### src/rtl/answer_pkg.sv
// rtl/answer_pkg.sv - shared state encodings, player limits and saturating score helpers
package answer_pkg;

    typedef enum logic [1:0] {
        ST_IDLE   = 2'd0,
        ST_ARMED  = 2'd1,
        ST_ANSWER = 2'd2,
        ST_DONE   = 2'd3
    } state_t;

    localparam int SCORE_W = 8;
    localparam int N_MIN   = 2;
    localparam int N_MAX   = 4;

    // Scores up to 16 bits; the caller supplies the ceiling for its own width.
    function automatic logic [15:0] sat_add(input logic [15:0] a, input logic [5:0] p,
                                            input logic [15:0] maxv);
        logic [16:0] s;
        s = {1'b0, a} + {11'd0, p};
        sat_add = (s > {1'b0, maxv}) ? maxv : s[15:0];
    endfunction

    function automatic logic [15:0] sat_sub(input logic [15:0] a, input logic [5:0] p);
        sat_sub = (a < {10'd0, p}) ? 16'd0 : a - {10'd0, p};
    endfunction

endpackage

### src/rtl/sec_tick.sv
// rtl/sec_tick.sv - one-second prescaler with synchronous clear and single-cycle tick
module sec_tick #(
    parameter int TICK_CYCLES = 100_000_000
) (
    input  logic clk,
    input  logic rst,
    input  logic i_clr,
    input  logic i_en,
    output logic o_tick
);

    localparam int CW = (TICK_CYCLES > 1) ? $clog2(TICK_CYCLES) : 1;
    localparam logic [CW-1:0] LAST = CW'(TICK_CYCLES - 1);

    logic [CW-1:0] r_cnt;

    assign o_tick = i_en && !i_clr && (r_cnt == LAST);

    always_ff @(posedge clk or posedge rst) begin
        if (rst) begin
            r_cnt <= '0;
        end else if (i_clr || o_tick) begin
            r_cnt <= '0;
        end else if (i_en) begin
            r_cnt <= r_cnt + CW'(1);
        end
    end

endmodule

### src/rtl/answer_arbiter.sv
// rtl/answer_arbiter.sv - buzz arbitration, answer countdown and score keeping per round
// Optional macro EARLY_BUZZ_PENALTY_EN: buzzing in IDLE/DONE costs the latched mistake points.
module answer_arbiter #(
    parameter int TICK_CYCLES = 100_000_000,
    parameter int SCORE_W     = 8,
    parameter int N_MAX       = 4
) (
    input  logic                 clk,
    input  logic                 rst,
    input  logic                 cfg_valid,
    input  logic [5:0]           num_people,
    input  logic [5:0]           count_seconds,
    input  logic [5:0]           correct_point,
    input  logic [5:0]           mistake_point,
    input  logic                 start_btn,
    input  logic                 judge_ok,
    input  logic                 judge_bad,
    input  logic                 score_clr,
    input  logic [3:0]           buzz,
    output logic [1:0]           state,
    output logic                 winner_valid,
    output logic [1:0]           winner,
    output logic [5:0]           remaining,
    output logic                 timeout,
    output logic [4*SCORE_W-1:0] scores
);

    import answer_pkg::*;

    localparam logic [15:0] SCORE_MAX = 16'((32'd1 << SCORE_W) - 32'd1);

    state_t             r_state, w_next;
    logic [3:0]         r_buzz_d;
    logic [2:0]         r_n;
    logic [5:0]         r_t, r_c, r_m;
    logic [1:0]         r_ptr;
    logic               r_wv;
    logic [1:0]         r_winner;
    logic [5:0]         r_remaining;
    logic               r_timeout;
    logic [SCORE_W-1:0] r_score [4];

    logic [3:0] w_edge, w_req;
    logic       w_start, w_judge, w_tick, w_fire_timeout, w_in_answer;
    logic       w_grant;
    logic [1:0] w_gidx, w_ptr_next;
    logic [2:0] w_ptr_eff, w_slot, w_n_new;
    logic [5:0] w_t_new;

    assign w_start        = start_btn && cfg_valid;
    assign w_judge        = judge_ok || judge_bad;
    assign w_edge         = buzz & ~r_buzz_d;
    assign w_in_answer    = (r_state == ST_ANSWER);
    assign w_fire_timeout = w_tick && (r_remaining == 6'd1) && !w_judge;

    assign w_n_new = (num_people < 6'(N_MIN)) ? 3'(N_MIN) :
                     (num_people > 6'(N_MAX)) ? 3'(N_MAX) : num_people[2:0];
    assign w_t_new = (count_seconds == 6'd0) ? 6'd1 : count_seconds;

    sec_tick #(.TICK_CYCLES(TICK_CYCLES)) u_sec_tick (
        .clk    (clk),
        .rst    (rst),
        .i_clr  (!w_in_answer),
        .i_en   (w_in_answer),
        .o_tick (w_tick)
    );

    always_comb begin
        w_req = '0;
        for (int i = 0; i < 4; i++) begin
            w_req[i] = w_edge[i] && (3'(i) < r_n);
        end
    end

    // Rotating scan: descending loop so the lowest offset from ptr wins. A ptr left
    // over from a larger N is folded back into range first.
    always_comb begin
        w_grant   = 1'b0;
        w_gidx    = '0;
        w_ptr_eff = ({1'b0, r_ptr} >= r_n) ? {1'b0, r_ptr} - r_n : {1'b0, r_ptr};
        w_slot    = '0;
        for (int i = 3; i >= 0; i--) begin
            w_slot = w_ptr_eff + 3'(i);
            if (w_slot >= r_n) begin
                w_slot = w_slot - r_n;
            end
            if ((3'(i) < r_n) && w_req[w_slot[1:0]]) begin
                w_grant = 1'b1;
                w_gidx  = w_slot[1:0];
            end
        end
    end

    assign w_ptr_next = (({1'b0, w_gidx} + 3'd1) == r_n) ? 2'd0 : w_gidx + 2'd1;

    always_ff @(posedge clk or posedge rst) begin
        if (rst) begin
            r_state <= ST_IDLE;
        end else begin
            r_state <= w_next;
        end
    end

    always_comb begin
        w_next = r_state;
        case (r_state)
            ST_IDLE:   if (w_start) w_next = ST_ARMED;
            ST_ARMED:  if (!cfg_valid) w_next = ST_IDLE;
                       else if (w_grant) w_next = ST_ANSWER;
            ST_ANSWER: if (!cfg_valid) w_next = ST_IDLE;
                       else if (w_judge || w_fire_timeout) w_next = ST_DONE;
            ST_DONE:   if (!cfg_valid) w_next = ST_IDLE;
                       else if (w_start) w_next = ST_ARMED;
            default:   w_next = ST_IDLE;
        endcase
    end

    always_ff @(posedge clk or posedge rst) begin
        if (rst) begin
            r_buzz_d    <= '0;
            r_n         <= 3'(N_MIN);
            r_t         <= '0;
            r_c         <= '0;
            r_m         <= '0;
            r_ptr       <= '0;
            r_wv        <= 1'b0;
            r_winner    <= '0;
            r_remaining <= '0;
            r_timeout   <= 1'b0;
        end else begin
            r_buzz_d  <= buzz;
            r_timeout <= 1'b0;
            if ((r_state != ST_IDLE) && !cfg_valid) begin
                r_wv        <= 1'b0;
                r_remaining <= '0;
            end else begin
                case (r_state)
                    ST_IDLE, ST_DONE: begin
                        if (w_start) begin
                            r_n  <= w_n_new;
                            r_t  <= w_t_new;
                            r_c  <= correct_point;
                            r_m  <= mistake_point;
                            r_wv <= 1'b0;
                        end
                    end
                    ST_ARMED: begin
                        if (w_grant) begin
                            r_wv        <= 1'b1;
                            r_winner    <= w_gidx;
                            r_remaining <= r_t;
                            r_ptr       <= w_ptr_next;
                        end
                    end
                    ST_ANSWER: begin
                        if (!w_judge && w_tick) begin
                            r_remaining <= r_remaining - 6'd1;
                            r_timeout   <= (r_remaining == 6'd1);
                        end
                    end
                    default: ;
                endcase
            end
        end
    end

    always_ff @(posedge clk or posedge rst) begin
        if (rst) begin
            for (int k = 0; k < 4; k++) begin
                r_score[k] <= '0;
            end
        end else begin
            for (int k = 0; k < 4; k++) begin
                if (w_in_answer && cfg_valid && (2'(k) == r_winner)) begin
                    if (judge_ok) begin
                        r_score[k] <= SCORE_W'(sat_add(16'(r_score[k]), r_c, SCORE_MAX));
                    end else if (judge_bad || w_fire_timeout) begin
                        r_score[k] <= SCORE_W'(sat_sub(16'(r_score[k]), r_m));
                    end
                end else if ((r_state == ST_IDLE) || (r_state == ST_DONE)) begin
                    if (score_clr) begin
                        r_score[k] <= '0;
                    end
`ifdef EARLY_BUZZ_PENALTY_EN
                    else if (cfg_valid && w_req[k]) begin
                        r_score[k] <= SCORE_W'(sat_sub(16'(r_score[k]), r_m));
                    end
`endif
                end
            end
        end
    end

    assign state        = r_state;
    assign winner_valid = r_wv;
    assign winner       = r_winner;
    assign remaining    = r_remaining;
    assign timeout      = r_timeout;

    for (genvar g = 0; g < 4; g++) begin : g_scores
        assign scores[g*SCORE_W +: SCORE_W] = r_score[g];
    end

endmodule

### config.mk
export PLATFORM = sky130hd
export DESIGN_NAME = answer_arbiter
export DESIGN_NICKNAME = d
export VERILOG_FILES = /design/src/rtl/answer_pkg.sv /design/src/rtl/sec_tick.sv /design/src/rtl/answer_arbiter.sv
export SDC_FILE = /design/constraint.sdc
export NUM_CORES = 1
export LEC_CHECK = 0
export ABC_CLOCK_PERIOD_IN_PS = 5200
export CORE_ASPECT_RATIO = 0.75
export CORE_UTILIZATION = 48
export DETAILED_ROUTE_END_ITERATION = 8
export PLACE_DENSITY_LB_ADDON = 0.12
export SLEW_MARGIN = 0
export SYNTH_ARGS = -nofsm -noshare
export SYNTH_HDL_FRONTEND = slang
export SYNTH_SLANG_ARGS = --single-unit
### constraint.sdc
create_clock -name clk -period 5.2 [get_ports clk]
set_input_delay 0.78 -clock clk [delete_from_list [all_inputs] [get_ports clk]]
set_output_delay 0.78 -clock clk [all_outputs]
set_load 0.03 [all_outputs]
==> impl_metrics.csv <==
group,metric,value,unit
layout,diodes,0,
power,p_int,2.77,mW
timing,timing.fmax,198,MHz
clock_tree,cts.sinks,98,
power,combPwrFrac,64.5,%
power,seqPwrFrac,21.4,%
setup_path,max_stage_delay,550,ps
power,peakVddDrop,0.497,mV
global_route,grt_pass1_vias,6562,
yosys,yosysTopAreaCellShare,31.3,%
setup_path,path_class,"reg -> reg",
power,p_switching,2.27,mW
yosys,synth_most_common_cell,"nand2_1",
clock_tree,root_buffer,"clkbuf_16",
placed_design,gp_congestion,0.871,
clock_tree,cts_made_buffers,9,
drt,firstDrtPassIters,4,
global_route,antenna_found_initial,0,
yosys,syn_nets,1045,
yosys,ys_ff_latch,98,
timing,slew_violations,0,
layout,syn_to_final_growth,20.7,%
floorplanning,ioPinCount,79,
timing,layout_min_cycle_time,5060,ps
floorplanning,die_y,112,um
floorplanning,rows,39,
yosys,syn_area_per_cell,8.32,um2
setup_path,cp.arrival,5300,ps
yosys,synth_area_leaders,"dfrtp_1 (31%), ha_1 (11%), nand2_1 (5.9%)",
clock_tree,insertion_delay,360,ps
layout,fin_util,60.3,%
clock_tree,cts_tree,"built",
floorplanning,start_util,50.0,%
layout,nets,1132,
clock_tree,ctsHtreeMaxLevel,3,
drt,drc,0,
power,sw_frac_of_total,45.0,%
setup_path,startpoint_type,"flop",
floorplanning,die_area,16700,um2
setup_path,crit_required,5440,ps
floorplanning,coreArea,15500,um2
outcome,status,"finished, final reports clean",
floorplanning,die_w,149,um
setup_path,cp_max_fo,3,
drt,via_per_inst,5.63,
drt,dr_total_vias,6924,
yosys,synth_ff_type,"dfrtp_1",
setup_path,cp_common_cell,"nand2_1",
drt,drt-total-wl,20500,um
setup_path,crit_slowest_cell,"dfstp_2",
drt,drtIter0Drc,400,
global_route,grt_max_degree,66,
yosys,yosys-top-cells-count,"nand2_1 (122), dfrtp_1 (97), nor2_1 (90), ha_1 (69), a21oi_1 (65)",
worst_hold_path,hp-class,"reg -> reg",
drt,ant_nets,0,
yosys,ys_types,73,
layout,fillCellCount,1351,
yosys,synth_edf_count,0,
layout,drive_gt1_share,10.3,%
clock_tree,ctsLongestPathBuffers,2,
placed_design,dp_hpwl,14800,um
timing,finalClockSkew,8.16,ps
run,maxCapViolations,0,
yosys,yosysSeqAreaShare,31.6,%
placed_design,io_buffer_count,78,
yosys,synth.cell_area,7760,um2
power,p_leak,4.20,nW
timing,tightest_slew,887,ps
power,total_power,5.03,mW
yosys,synthesis.instances,932,
global_route,grt_pass1_wl,33100,um
power,clockPowerShare,14.1,%
yosys,yosysTopAreaCell,"dfrtp_1",
power,power_density,538,nW/um2
timing,fin_crit_sh,97.2,%
global_route,grt.total_usage,25.1,%
yosys,synthArstFlopShare,100,%
timing,max_slew_margin,40.8,%
setup_path,worst_setup_path_end_kind,"flop",
timing,hold_viol,0,
drt,wl_per_cell,16.7,um
clock_tree,clk_pin_slew,70,ps
timing,setup_violations,0,
yosys,yosys_warnings,0,
global_route,grt_overflow,0,
## registers in the layout, indices dropped and copies added, names as in the netlist, 2 cells and up
register,count
scores,32
u_sec_tick.r_cnt,27
r_c,6
r_m,6
r_t,6
remaining,6
r_buzz_d,4
r_n,3
r_ptr,2
state,2
winner,2
## worst max-delay path, delay by kind of cell (launching register included)
kind	cells	cell delay [ps]
mux	4	920
xor+xnor	2	310
fa+ha+maj	4	1030
flops	1	550
simple gates	7	690
buf+inv	4	370
compound gates	5	1060
## routing by layer
metal / vias up / global-route usage [%] / routed length, um
li1: 3457 / - / -
met1: 3247 / 37.5 / 10300
met2: 191 / 37.5 / 8760
met3: 29 / 4.67 / 1130
met4: 0 / 5.85 / 300
met5: - / 0 / 0
## kinds of logic after synthesis
kind of cell | share of synthesized area (%)
multiplexers | 1.79
buffers and inverters | 4.56
AND/OR/NAND/NOR | 21.4
XOR/XNOR | 6.44
AO/OA/AOI/OAI | 20.7
flip-flops | 31.6
adder cells (fa/ha/maj) | 13.5
## through the flow
step / area, um2 / setup WS, ps / TNS [ps] / hold WS [ps] / instances
6_report: 9360 / 144 / 0 / 478 / 1229
5_1_grt: 9360 / -55.9 / -55.9 / 509 / 1229
4_1_cts: 9140 / 50.8 / 0 / 481 / 1221
3_5_place_dp: 8820 / 92.2 / 0 / 462 / 1205
3_3_place_gp: 8820 / 157 / 0 / 458 / 1205
2_1_floorplan: 7760 / 79.6 / 0 / 438 / 932
## cells in the final DEF, fill, tap and decap left out, types with 8 or more instances in the layout
| master | n |
|---|---|
| a21oi_1 | 62 |
| xnor2_1 | 29 |
| a21o_1 | 17 |
| nand2b_1 | 14 |
| ha_1 | 65 |
| nand3_1 | 24 |
| a31oi_1 | 9 |
| inv_1 | 51 |
| fa_1 | 8 |
| a21boi_0 | 9 |
| buf_4 | 30 |
| nor2b_1 | 22 |
| nand4_1 | 8 |
| o21ai_0 | 55 |
| clkdlybuf4s50_1 | 78 |
| nand2_1 | 121 |
| xor2_1 | 27 |
| clkbuf_16 | 9 |
| nor2_1 | 88 |
| nor3_1 | 13 |
| o31ai_1 | 24 |
| dfrtp_1 | 97 |
| or3_1 | 10 |
## power groups by stage
stage	clock network, mW	registers (mW)	logic (mW)
finish	0.712	1.08	3.25
global route	0.752	1.09	3.57
CTS	0.723	1.07	2.84
detailed placement	0	1.08	2.81
global placement	0	1.08	2.78
floorplan	0	1.10	2.04
## repair_timing
action,4_1_cts,5_1_grt
hold buffers,0,0
buffers inserted,0,8
resized for setup,0,43
endpoints found under the setup margin,0,2
## final cells by class
class                   count  area (um2)  share of cell area [%]
flip-flops and latches     98        2450                    26.2
well taps                 205         256                    2.74
clock inverters             5        61.3                   0.655
repair buffers            108        1010                    10.7
multi-input cells         746        5120                    54.7
inverters                  56         215                    2.30
clock buffers              11         253                    2.70
## worst paths after layout
path | startpoint | endpoint | slack, ps | depth (start not counted)
worst max-delay path | r_n[1] | r_ptr[1] | 140 | 26
worst min-delay path | r_t[2] | r_t[2] | 480 | 2
worst max register to register | r_n[1] | r_ptr[1] | 140 | 26
worst min register to register | r_t[2] | r_t[2] | 480 | 2
max in group asynchronous | rst | r_n[1] | 3260 | 3
min in group asynchronous | rst | r_c[5] | 930 | 2
Power figures use the tool's default switching activity.
